File: src/rtl/convolution_loop_ctrl.sv
// Loop sequencer for a 1-D convolution MAC datapath.
// It walks output index i and the clipped inner index j, and drives addresses and strobes.
module convolution_loop_ctrl #(
   parameter int DATAWIDTH = 5
) (
   input  logic                 clk,
   input  logic                 rst,
   input  logic                 start_i,
   input  logic [DATAWIDTH-1:0] size_x_i,
   input  logic [DATAWIDTH-1:0] size_h_i,
   output logic [DATAWIDTH-1:0] addr_x_o,
   output logic [DATAWIDTH-1:0] addr_h_o,
   output logic [DATAWIDTH:0]   addr_y_o,
   output logic                 acc_clr_o,
   output logic                 acc_en_o,
   output logic                 y_we_o,
   output logic                 busy_o,
   output logic                 done_o
);

   typedef enum logic [2:0] {
      S_IDLE,
      S_INIT,
      S_MAC,
      S_WRITE,
      S_DONE
   } state_t;

   localparam logic [DATAWIDTH:0]   ONE_W = (DATAWIDTH+1)'(1);
   localparam logic [DATAWIDTH:0]   TWO_W = (DATAWIDTH+1)'(2);
   localparam logic [DATAWIDTH-1:0] ONE_D = DATAWIDTH'(1);

   state_t               state, state_next;
   logic [DATAWIDTH:0]   i_cnt, i_next;
   logic [DATAWIDTH-1:0] j_cnt, j_next;
   logic [DATAWIDTH-1:0] n_len, n_next;
   logic [DATAWIDTH-1:0] m_len, m_next;

   logic [DATAWIDTH:0]   n_ext, m_ext, i_last;
   logic [DATAWIDTH-1:0] j_start, j_end;

   assign n_ext  = {1'b0, n_len};
   assign m_ext  = {1'b0, m_len};
   assign i_last = n_ext + m_ext - TWO_W;

   // The overlap window bounds fit in DATAWIDTH bits, so the wide
   // differences are only needed for the comparisons.
   assign j_start = (i_cnt >= m_ext) ? (i_cnt[DATAWIDTH-1:0] - m_len + ONE_D) : '0;
   assign j_end   = (i_cnt <  n_ext) ? i_cnt[DATAWIDTH-1:0] : (n_len - ONE_D);

   // NOTE: sequential state uses non-blocking assignments so every register
   // samples the values from before the edge, independent of statement order.
   always_ff @(posedge clk or posedge rst) begin
      if (rst) begin
         state <= S_IDLE;
         i_cnt <= '0;
         j_cnt <= '0;
         n_len <= '0;
         m_len <= '0;
      end else begin
         state <= state_next;
         i_cnt <= i_next;
         j_cnt <= j_next;
         n_len <= n_next;
         m_len <= m_next;
      end
   end

   // NOTE: every signal written here gets a default first; a path that
   // leaves one unassigned would infer a latch.
   always_comb begin
      state_next = state;
      i_next     = i_cnt;
      j_next     = j_cnt;
      n_next     = n_len;
      m_next     = m_len;
      addr_x_o   = '0;
      addr_h_o   = '0;
      addr_y_o   = '0;
      acc_clr_o  = 1'b0;
      acc_en_o   = 1'b0;
      y_we_o     = 1'b0;
      busy_o     = 1'b0;
      done_o     = 1'b0;

      unique case (state)
         S_IDLE: begin
            if (start_i) begin
               n_next = size_x_i;
               m_next = size_h_i;
               if (size_x_i == '0 || size_h_i == '0) begin
                  state_next = S_DONE;
               end else begin
                  i_next     = '0;
                  state_next = S_INIT;
               end
            end
         end
         S_INIT: begin
            busy_o     = 1'b1;
            acc_clr_o  = 1'b1;
            j_next     = j_start;
            state_next = S_MAC;
         end
         S_MAC: begin
            busy_o   = 1'b1;
            acc_en_o = 1'b1;
            addr_x_o = j_cnt;
            addr_h_o = i_cnt[DATAWIDTH-1:0] - j_cnt;
            if (j_cnt == j_end) begin
               state_next = S_WRITE;
            end else begin
               j_next = j_cnt + ONE_D;
            end
         end
         S_WRITE: begin
            busy_o   = 1'b1;
            y_we_o   = 1'b1;
            addr_y_o = i_cnt;
            if (i_cnt == i_last) begin
               state_next = S_DONE;
            end else begin
               i_next     = i_cnt + ONE_W;
               state_next = S_INIT;
            end
         end
         S_DONE: begin
            done_o     = 1'b1;
            state_next = S_IDLE;
         end
         default: state_next = S_IDLE;
      endcase
   end

endmodule
File: config.mk
export PLATFORM = sky130hd
export DESIGN_NAME = convolution_loop_ctrl
export DESIGN_NICKNAME = d
export VERILOG_FILES = /design/src/rtl/convolution_loop_ctrl.sv
export SDC_FILE = /design/constraint.sdc
export NUM_CORES = 1
export LEC_CHECK = 0
export BUFFER_PORTS_ARGS = -buffer_cell sky130_fd_sc_hd__clkbuf_2
export CAP_MARGIN = 20
export CORE_ASPECT_RATIO = 0.75
export CORE_MARGIN = 2
export CORE_UTILIZATION = 35
export DETAILED_ROUTE_END_ITERATION = 7
export PLACE_DENSITY = 0.67
export SLEW_MARGIN = 20
export SYNTH_ARGS = -nofsm -noshare
export SYNTH_HDL_FRONTEND = slang
export SYNTH_SLANG_ARGS = --single-unit
File: constraint.sdc
create_clock -name clk -period 3.1 [get_ports clk]
set_clock_uncertainty 0.1 [all_clocks]
set_input_delay 0.465 -clock clk [delete_from_list [all_inputs] [get_ports clk]]
set_output_delay 0.465 -clock clk [all_outputs]
set_load 0.01 [all_outputs]
== Word level (Yosys, flattened, before mapping) ==
Cells that the tools add are included.

* Register bits after elaboration: 24
* Input port bits: 13
* Word-level logic and storage cells: 58

* $add $sub $neg: 8
* $lt $le $gt $ge: 2
* Eq/ne operators: 11
* Muxes and demuxes: 21
* Reductions and logical operators: 11

{| class="wikitable"
|+ Operator list
! kind !! number
|-
| 2-to-1 mux 5 bit || 5
|-
| 2-to-1 mux 6 bit || 4
|-
| 2-to-1 mux 3 bit || 4
|-
| case mux 3 bit (4 select lines) || 1
|-
| case mux 6 bit (2 select lines) || 1
|-
| adder 5 x 1 -> 5 bit (second input constant) || 2
|-
| zero test 5 bit || 2
|-
| inequality test 2 bit (second input constant) || 5
|-
| case mux 5 bit (2 select lines) || 1
|-
| subtractor 5 bit || 2
|-
| adder 5 x 5 -> 6 bit || 1
|-
| adder 6 x 1 -> 6 bit (second input constant) || 1
|-
| equality test 3 x 2 -> 1 bit (second input constant) || 2
|-
| equality test 6 bit || 1
|-
| greater-or-equal comparator 6 x 5 -> 1 bit || 1
|-
| < comparator 6 x 5 -> 1 bit || 1
|-
| AND reduction 2 bit || 3
|-
| subtractor 6 x 2 -> 6 bit (second input constant) || 1
|-
| equality test 5 bit || 1
|-
| 2-to-1 mux 1 bit || 5
|-
| subtractor 5 x 1 -> 5 bit (second input constant) || 1
|-
| AND reduction 4 bit || 1
|-
| nonzero test 2 bit || 2
|-
| equality test 3 x 1 -> 1 bit (second input constant) || 1
|-
| 4 further kinds || 4
|}

== Depth between registers and ports, before layout ==
Gate-level depths: netlist of the first run.

* Depth after elaboration: 5
* Mapped depth: 14
* Gate-level depth less buffers: 14

== Worst setup path after synthesis of the first run ==
Ideal clock, no wire load.

* Kind: reg2reg
* Start: register n_len[1]
* End: register i_cnt[5]
* Library setup time: 0.144 ns
* Arrival time: 2.686 ns
* Required time: 2.856 ns
* Path slack: 0.170 ns
* Cell stages (with the launch flop): 14
* Buffers on the path: 0
* Period minus slack after synthesis: 2.930 ns
* Cells stage by stage: dfrtp_1 -> inv_1 -> ha_1 -> inv_1 -> ha_1 -> inv_1 -> fa_1 -> xor2_1 -> nand4_1 -> nor4bb_1 -> o21bai_1 -> nand4_1 -> xor2_1 -> nor2_1

* Word-level cells in the longest chain between the ends: 5

{| class="wikitable"
|+ RTL lines
! what !! RTL line !! RTL
|-
| start: declaration || 36 || <nowiki>logic [DATAWIDTH-1:0] n_len, n_next;</nowiki>
|-
| start signal: assignment || 64 || <nowiki>n_len <= n_next;</nowiki>
|-
| adder 5 x 5 -> 6 bit || 44 || <nowiki>assign i_last = n_ext + m_ext - TWO_W;</nowiki>
|-
| subtractor 6 x 2 -> 6 bit || 44 ||
|-
| equality test 6 bit || 120 || <nowiki>if (i_cnt == i_last) begin</nowiki>
|-
| inequality test 2 bit (no line) || - ||
|-
| AND reduction 4 bit (no line) || - ||
|-
| end signal: assignment || 62 || <nowiki>i_cnt <= i_next;</nowiki>
|-
| end: declaration || 34 || <nowiki>logic [DATAWIDTH:0] i_cnt, i_next;</nowiki>
|}

Every way passes these cells.
A chain may end at the register's enable or synchronous reset.

== Worst setup path in the final report of the first run ==
* Start: register n_len[1]
* End: register state[2]

* Word-level cells in the longest chain between the ends: 5
* Elaborated cells between the ends (all ways): 11
* Classes of those cells: add/sub (3); order compare (1); eq/ne (3); mux (3); reduce/logical (1)

{| class="wikitable"
|+ RTL lines
! what !! RTL line !! RTL
|-
| adder 5 x 5 -> 6 bit (tied with other cells) || 44 ||
|-
| subtractor 6 x 2 -> 6 bit / 2-to-1 mux 5 bit (equally long branches) || 44, 49 ||
|-
| equality test 6 bit / equality test 5 bit (equally long branches) || 120, 110 ||
|-
| 2-to-1 mux 3 bit / inequality test 2 bit (equally long branches) || - ||
|-
| case mux 3 bit (4 select lines) / AND reduction 2 bit (equally long branches) || - ||
|-
| end signal: assignment || 61 || <nowiki>state <= state_next;</nowiki>
|-
| end: declaration || 33 || <nowiki>state_t state, state_next;</nowiki>
|}

Several ways; a longest one is shown, not always the timed one.

==> results.json, run 1 <==
{
  "status": "complete, no violations",
  "via_per_inst": 5.12,
  "nNetsFinal": 366,
  "syn_to_final_growth_pct": 19.3,
  "r2r_start": "n_len[1]$_DFFE_PP0P_",
  "rows": 25,
  "tns_ps": 0,
  "post-route-drc-count": 0,
  "crit_chain": "inv_1 -> ha_1 -> inv_1 -> ha_2 -> inv_1 -> fa_1 -> xor2_1 -> nand4_1 -> nor4bb_2 -> buf_4 -> and3_1 -> a21oi_1 -> a311oi_1",
  "antenna_left": 0,
  "final_cell_area_um2": 2750,
  "fin_crit_ps": 3010,
  "grt_max_degree": 25,
  "arrival_ps": 3080,
  "initial_core_util_pct": 36.3,
  "path_class": "reg -> reg",
  "cp_top_family": "adder cells",
  "htreeDepth": 1,
  "clk_latency_ps": 280,
  "start_kind": "register",
  "io_buffers": 33,
  "cts-root-buf": "clkbuf_8",
  "insertedDiodeCount": 0,
  "r2r_slack_ps": 90,
  "core_um2": 6350,
  "crit_path_end_kind": "register",
  "syn_area_um2": 2300,
  "min_path_type": "in -> async",
  "synth_ff_type": "dfrtp_1",
  "async_flop_share_pct": 100,
  "yosys_warnings": 0,
  "synth_fp_nets": 320,
  "critical_path_required_ps": 3160,
  "die_h_um": 74.3,
  "grt_pass1_vias": 1839,
  "cts_buffers": 3,
  "worst_pin_slew_ps": 1040,
  "clk_pin_slew_ps": 100,
  "rr_worst_depth": 13,
  "drv_slew": 0,
  "setup_viol": 0,
  "io_pins": 34,
  "worst-path-buf-inv": 4,
  "relSlewSlack_pct": 30.1,
  "synth.distinct_cells": 44,
  "dpl_cell_area_um2": 2640,
  "post-dp-hpwl_um": 4730,
  "p_leak_nw": 1.34,
  "routedWlPerCell_um": 15.1,
  "clockBufferDepth": 2,
  "ys_seq_elements": 24,
  "power_density_nw_per_um2": 1140,
  "synth-edff-count": 0,
  "worstPathMaxFanout": 3,
  "slowest_stage": "fa_1",
  "die_area_um2": 7260,
  "timing.rr.end": "state[2]$_DFFE_PP0P_",
  "die_w_um": 97.7,
  "grt-ovfl-total": 0,
  "cts.sinks": 24,
  "slowest_delay_ps": 550,
  "fillers": 661,
  "finalHoldViolations": 0,
  "finish.utilization_pct": 43.3,
  "path_common_cell": "inv_1",
  "layout-drive-gt1-share_pct": 19.8,
  "period_share_pct": 97.2,
  "cts_tree": "built",
  "irDropWorstVdd_uv": 383,
  "vias": 2044,
  "syn_inst": 273,
  "grt_pass1_wl_um": 9690,
  "syn_area_per_cell_um2": 8.44,
  "place_congestion": 0.930,
  "path_depth": 13,
  "drt-initial-drc-count": 139,
  "antenna_found_initial": 0,
  "ys_seq_area_share_pct": 26.1,
  "drv_cap": 0,
  "max_freq_mhz": 332,
  "dr.pass1.iters": 4,
  "track_usage_pct": 17.0,
  "wl_um": 6010
}
==> sequential cells by signal (all words and copies together), names as in the netlist <==
name   flops
state      3
n_len      5
m_len      5
i_cnt      6
j_cnt      5
==> synthesized netlist by cell type, types with 2 or more instances <==
cell type	number	share of area, %
inv_1	35	5.7
ha_1	30	16
nor2_1	26	4.2
dfrtp_1	24	26
nand2_1	23	3.7
xnor2_1	20	7.6
o21ai_0	14	3.0
a21oi_1	10	2.2
clkbuf_1	7	1.1
nor3_1	7	1.5
xor2_1	6	2.3
mux2i_1	5	2.2
nand3_1	5	1.1
o211ai_1	5	1.6
a21o_1	4	1.3
and2_1	4	1.1
fa_1	4	3.5
nand2b_1	4	1.1
a311oi_1	3	1.1
and3_1	3	0.81
nand4_1	3	0.81
nor2b_1	3	0.81
a31oi_1	2	0.54
nand3b_1	2	0.65
o21a_1	2	0.65
o21bai_1	2	0.65
o22ai_1	2	0.54
or4_1	2	0.65
==> stage by stage <==
step | total power, mW | std cells | hold slack [ps] | worst slack (ps)
3_5_place_dp | 2.76 | 392 | 479 | 84.6
5_1_grt | 3.44 | 399 | 197 | -81.7
2_1_floorplan | 2.19 | 273 | 380 | 170
3_3_place_gp | 2.72 | 392 | 472 | 178
4_1_cts | 3.07 | 396 | 306 | 50.4
6_report | 3.13 | 399 | 151 | 88.0
==> cell usage in the layout, fill, tap and decap left out, drive strengths merged, types with 4 or more instances in the layout <==
| cell | count |
|---|---|
| nor2 | 26 |
| mux2i | 5 |
| nand3 | 5 |
| dfrtp | 24 |
| and2 | 4 |
| ha | 30 |
| o21ai | 16 |
| inv | 34 |
| xor2 | 6 |
| nand2b | 4 |
| a21oi | 11 |
| fa | 4 |
| o211ai | 5 |
| nor3 | 7 |
| clkbuf | 36 |
| buf | 15 |
| nand2 | 23 |
| a21o | 4 |
| xnor2 | 21 |
==> what timing repair did <==
action,in CTS,in global routing
gates resized for setup,0,5
endpoints found under the hold margin,0,0
endpoints found under the setup margin,0,5
buffers inserted,0,3
hold buffers,0,0
==> how the worst max path moves through the flow <==
stage / start / endpoint
finish: n_len[1]$_DFFE_PP0P_ / state[2]$_DFFE_PP0P_
global route: n_len[1]$_DFFE_PP0P_ / state[2]$_DFFE_PP0P_
CTS: m_len[1]$_DFFE_PP0P_ / state[2]$_DFFE_PP0P_
floorplan: n_len[1]$_DFFE_PP0P_ / i_cnt[5]$_DFFE_PP0P_
global placement: m_len[1]$_DFFE_PP0P_ / i_cnt[5]$_DFFE_PP0P_
detailed placement: m_len[1]$_DFFE_PP0P_ / state[2]$_DFFE_PP0P_
==> kinds of logic after synthesis <==
group                    after synthesis  share of synthesized area, %
multiplexers                           5                          2.17
flip-flops                            24                          26.1
adder cells (fa/ha/maj)               34                          19.8
XOR/XNOR                              27                          10.6
AND/OR/NAND/NOR                       87                          18.8
AO/OA/AOI/OAI                         53                          15.6
buffers and inverters                 43                          7.00
==> power by group <==
| part | leakage (nW) | internal [mW] | total, mW | switching (mW) |
|---|---|---|---|---|
| logic | 0.995 | 1.04 | 2.27 | 1.23 |
| clock network | 0.0357 | 0.173 | 0.285 | 0.112 |
| registers | 0.309 | 0.426 | 0.567 | 0.141 |
| total | 1.34 | 1.64 | 3.13 | 1.48 |
==> area by class of cell <==
type	instances	area, um2	area share [%]
Clock buffer	3	41.3	1.50
Clock inverter	1	30.0	1.09
Inverter	36	135	4.92
Multi-Input combinational cell	206	1560	56.9
Sequential cell	24	601	21.8
Tap cell	81	101	3.69
Timing Repair Buffer	48	278	10.1
==> routing by layer <==
metal  up-vias  GRT usage, %  share of wire, %
met5         -             0                 0
met1       964          25.5                50
met3         2          3.85               6.2
li1       1016             -                 -
met2        62          26.0                43
met4         0          2.16              0.20
Note: power is estimated with default switching activity, not from simulation.
==> run 2: changes to the inputs <==
- BUFFER_PORTS_ARGS: -buffer_cell sky130_fd_sc_hd__clkbuf_2 -> -buffer_cell sky130_fd_sc_hd__buf_2
==> results.json, run 2 (synthesis gave the netlist of run 1 again) <==
{
  "status": "complete, no violations",
  "cts_buffers": 3,
  "final_common_cell": "buf_2",
  "antenna_found_initial": 0,
  "setup_viol": 0,
  "worst_pin_slew_ps": 1100,
  "track_usage_pct": 16.7,
  "start_kind": "register",
  "insertedDiodeCount": 0,
  "core_um2": 6350,
  "crit_path_end_kind": "register",
  "wl_um": 5960,
  "arrival_ps": 3050,
  "r2r_slack_ps": 120,
  "routedWlPerCell_um": 14.9,
  "worstPathMaxFanout": 3,
  "cts.sinks": 24,
  "place_congestion": 0.931,
  "clockBufferDepth": 2,
  "nNetsFinal": 366,
  "grt_max_degree": 25,
  "relSlewSlack_pct": 26.1,
  "irDropWorstVdd_uv": 399,
  "rsz0062_at_grt": "no",
  "htreeDepth": 1,
  "die_h_um": 74.3,
  "p_leak_nw": 1.36,
  "pre_cts_ws_ps": 37.8,
  "r2r_start": "m_len[1]$_DFFE_PP0P_",
  "total_power_mw": 3.23,
  "finalHoldViolations": 0,
  "min_path_type": "in -> async",
  "dr.pass1.iters": 4,
  "cts_tree": "built",
  "vias": 2033,
  "via_per_inst": 5.10,
  "drv_slew": 0,
  "cts-root-buf": "clkbuf_8",
  "max_freq_mhz": 335,
  "grt_pass1_wl_um": 9470,
  "clk_pin_slew_ps": 100,
  "largest_reg_flops": 6,
  "power_density_nw_per_um2": 1160,
  "hold_ws_ps": 293,
  "rows": 25,
  "post-route-drc-count": 0,
  "die_w_um": 97.7,
  "post-dp-hpwl_um": 4670,
  "clk_latency_ps": 280,
  "drt-initial-drc-count": 128,
  "drv_cap": 0,
  "regMostFlops": "i_cnt",
  "final_cell_mix": "buf_2 (33), inv_1 (32), ha_1 (27)",
  "syn_to_final_growth_pct": 21.0,
  "layout-drive-gt1-share_pct": 21.7,
  "tns_ps": 0,
  "fin_crit_ps": 2980,
  "critical_path_required_ps": 3170,
  "grt-ovfl-total": 0,
  "timing.rr.end": "state[2]$_DFFE_PP0P_",
  "initial_core_util_pct": 36.3,
  "layout_setup_ws_ps": 117,
  "rr_worst_depth": 13,
  "antenna_left": 0,
  "path_class": "reg -> reg",
  "io_pins": 34,
  "grt_pass1_vias": 1898,
  "die_area_um2": 7260,
  "period_share_pct": 96.2,
  "io_buffers": 33
}
## run 2: cell types whose count changed in the layout (fill, tap and decap cells not counted), sizes merged
cell	before	now
bufinv	1	0
buf	15	48
clkinv	2	1
clkbuf	36	4
inv	34	35
## run 2: repair_timing
item	in CTS	in global routing
setup endpoints to repair	0	8
setup buffers	0	3
gates resized for setup	0	13
hold buffers	0	0
## run 2: power by group
group	internal [mW]	switching [mW]
Clock	0.114	0.109
Combinational	1.14	1.30
Sequential	0.426	0.138
## run 2: area by class of cell
type / instances / area [um2]
multi-input combinational: 206 / 1620
tap: 81 / 101
inverter: 36 / 135
timing repair buffer: 48 / 278
clock buffer: 4 / 55.1
sequential: 24 / 601
fill: 632 / 3560
## run 2: worst max-delay path by stage
stage | startpoint | end | cells after the start
6_report | m_len[1]$_DFFE_PP0P_ | state[2]$_DFFE_PP0P_ | 13
5_1_grt | m_len[1]$_DFFE_PP0P_ | state[2]$_DFFE_PP0P_ | 13
4_1_cts | m_len[1]$_DFFE_PP0P_ | i_cnt[5]$_DFFE_PP0P_ | 13
3_5_place_dp | m_len[1]$_DFFE_PP0P_ | i_cnt[5]$_DFFE_PP0P_ | 13
3_3_place_gp | m_len[1]$_DFFE_PP0P_ | i_cnt[5]$_DFFE_PP0P_ | 13
2_1_floorplan | n_len[1]$_DFFE_PP0P_ | i_cnt[5]$_DFFE_PP0P_ | 13
## run 2: routing by layer
| layer | up-vias | global-route usage (%) | share of wire, % |
|---|---|---|---|
| li1 | 1020 | - | - |
| met4 | 0 | 2.93 | 0.70 |
| met1 | 940 | 24.3 | 50 |
| met2 | 67 | 26.2 | 42 |
| met3 | 6 | 3.67 | 6.9 |
| met5 | - | 0 | 0 |
## run 2: per-stage QoR
stage | std cells | util [%] | area (um2)
floorplan | 273 | - | 2300
global placement | 392 | 41.5 | 2640
detailed placement | 392 | 41.5 | 2640
CTS | 396 | 42.4 | 2690
global route | 399 | 43.9 | 2790
finish | 399 | 43.9 | 2790
## run 2: critical path, stage by stage, from the launching register on
cell and delay (ps):
dfrtp_1 400, inv_2 100, ha_4 210, inv_2 60
ha_4 120, inv_1 40, fa_1 480, xor2_1 170
nand4_1 190, nor4bb_4 400, buf_4 200, and3_4 170
a21oi_1 30, a311oi_1 210
==> run 3: changes to the inputs <==
- PLACE_DENSITY: 0.67 -> default
- PLACE_DENSITY_LB_ADDON: default -> 0.25
==> results.json, run 3 (synthesis gave the netlist of run 1 again) <==
{
  "status": "complete, no violations",
  "r2r_start": "m_len[1]$_DFFE_PP0P_",
  "seqCellArea_um2": 601,
  "layout_setup_ws_ps": 169,
  "multi_input_area_um2": 1590,
  "antenna_left": 0,
  "grtUsageMet1_pct": 26.3,
  "insertedDiodeCount": 0,
  "crit_path_end_kind": "primary output",
  "drv_cap": 0,
  "htreeDepth": 1,
  "worstPathMaxFanout": 7,
  "grt.met2_usage_pct": 27.4,
  "wl_um": 6140,
  "hold_ws_ps": 89.1,
  "vias": 2011,
  "path_class": "reg -> out",
  "p_leak_nw": 1.38,
  "via_per_inst": 5.01,
  "irDropWorstVdd_uv": 425,
  "die_w_um": 97.7,
  "relSlewSlack_pct": 67.5,
  "r2r_slack_ps": 180,
  "rows": 25,
  "initial_core_util_pct": 36.3,
  "layout-drive-gt1-share_pct": 21.6,
  "grt_pass1_vias": 1860,
  "total_power_mw": 3.22,
  "post-route-drc-count": 0,
  "start_kind": "register",
  "grt_pass1_wl_um": 9790,
  "fin_crit_ps": 2930,
  "finalHoldViolations": 0,
  "routedWlPerCell_um": 15.3,
  "cts-root-buf": "clkbuf_8",
  "top_usage_layer": "met2",
  "worst_pin_slew_ps": 484,
  "clk_pin_slew_ps": 100,
  "nNetsFinal": 368,
  "fillers": 640,
  "regMostFlops": "i_cnt",
  "track_usage_pct": 17.4,
  "hold_buffers": 0,
  "post-dp-hpwl_um": 4830,
  "min_path_type": "in -> async",
  "tns_ps": 0,
  "drt-initial-drc-count": 130,
  "period_share_pct": 94.6,
  "clk_latency_ps": 280,
  "pre_cts_ws_ps": 44.7,
  "max_freq_mhz": 341,
  "cts_buffers": 3,
  "timing.rr.end": "state[2]$_DFFE_PP0P_",
  "critical_path_required_ps": 2530,
  "clockBufferDepth": 2,
  "core_um2": 6350,
  "place_congestion": 0.873,
  "arrival_ps": 2370,
  "final_cell_mix": "inv_1 (33), buf_2 (33), ha_1 (28)",
  "largest_reg_flops": 6,
  "rr_worst_depth": 13,
  "cts.sinks": 24,
  "finish.utilization_pct": 44.0,
  "syn_to_final_growth_pct": 21.3,
  "endpoint": "addr_h_o[4]",
  "io_buffers": 33,
  "drv_slew": 0,
  "io_pins": 34,
  "dr.pass1.iters": 4,
  "gr-usage-met3_pct": 2.54,
  "power_density_nw_per_um2": 1150,
  "die_h_um": 74.3,
  "grt-ovfl-total": 0,
  "die_area_um2": 7260,
  "cp-startpoint": "i_cnt[0]$_DFFE_PP0P_",
  "grt_max_degree": 25,
  "setup_viol": 0,
  "antenna_found_initial": 0,
  "cts_tree": "built"
}
run 3: layer usage:
| metal | vias up | wire length [um] |
|---|---|---|
| li1 | 1027 | - |
| met1 | 922 | 3080 |
| met2 | 62 | 2720 |
| met3 | 0 | 337 |
| met4 | 0 | 0 |
| met5 | - | 0 |
run 3: worst max-delay path, cell delays in order (launching register included):
cell and delay, ps:
dfrtp_1 500, inv_1 270, ha_1 190, inv_1 60, fa_1 400, a21o_1 170
a21oi_1 170, xnor2_1 140, nor2_1 50, buf_2 130
run 3: how the worst min path moves through the flow:
stage / depth (start not counted) / endpoint
5_1_grt: 2 / i_cnt[0]$_DFFE_PP0P_
3_3_place_gp: 1 / state[2]$_DFFE_PP0P_
4_1_cts: 3 / n_len[2]$_DFFE_PP0P_
2_1_floorplan: 1 / i_cnt[0]$_DFFE_PP0P_
6_report: 2 / i_cnt[1]$_DFFE_PP0P_
3_5_place_dp: 1 / state[2]$_DFFE_PP0P_
run 3: cell type report:
type | instances | share of cell area [%]
Clock inverter | 1 | 1.07
Inverter | 36 | 4.83
Sequential cell | 24 | 21.5
Timing Repair Buffer | 50 | 10.7
Multi-Input combinational cell | 206 | 56.8
Tap cell | 81 | 3.62
Clock buffer | 3 | 1.48
run 3: repair_timing:
action                     4_1_cts  5_1_grt
resized for setup                0        9
setup endpoints to repair        0       10
buffers inserted                 0        2
run 3: power by group:
group	internal, mW	total [mW]	switching [mW]
logic	1.10	2.38	1.28
clock network	0.173	0.284	0.111
registers	0.426	0.555	0.129
total	1.70	3.22	1.52
run 3: metrics by stage:
step	cells	area, um2
after floorplan	273	2300
after global placement	394	2650
after detailed placement	394	2650
after CTS	398	2720
after global routing	401	2800
final	401	2800
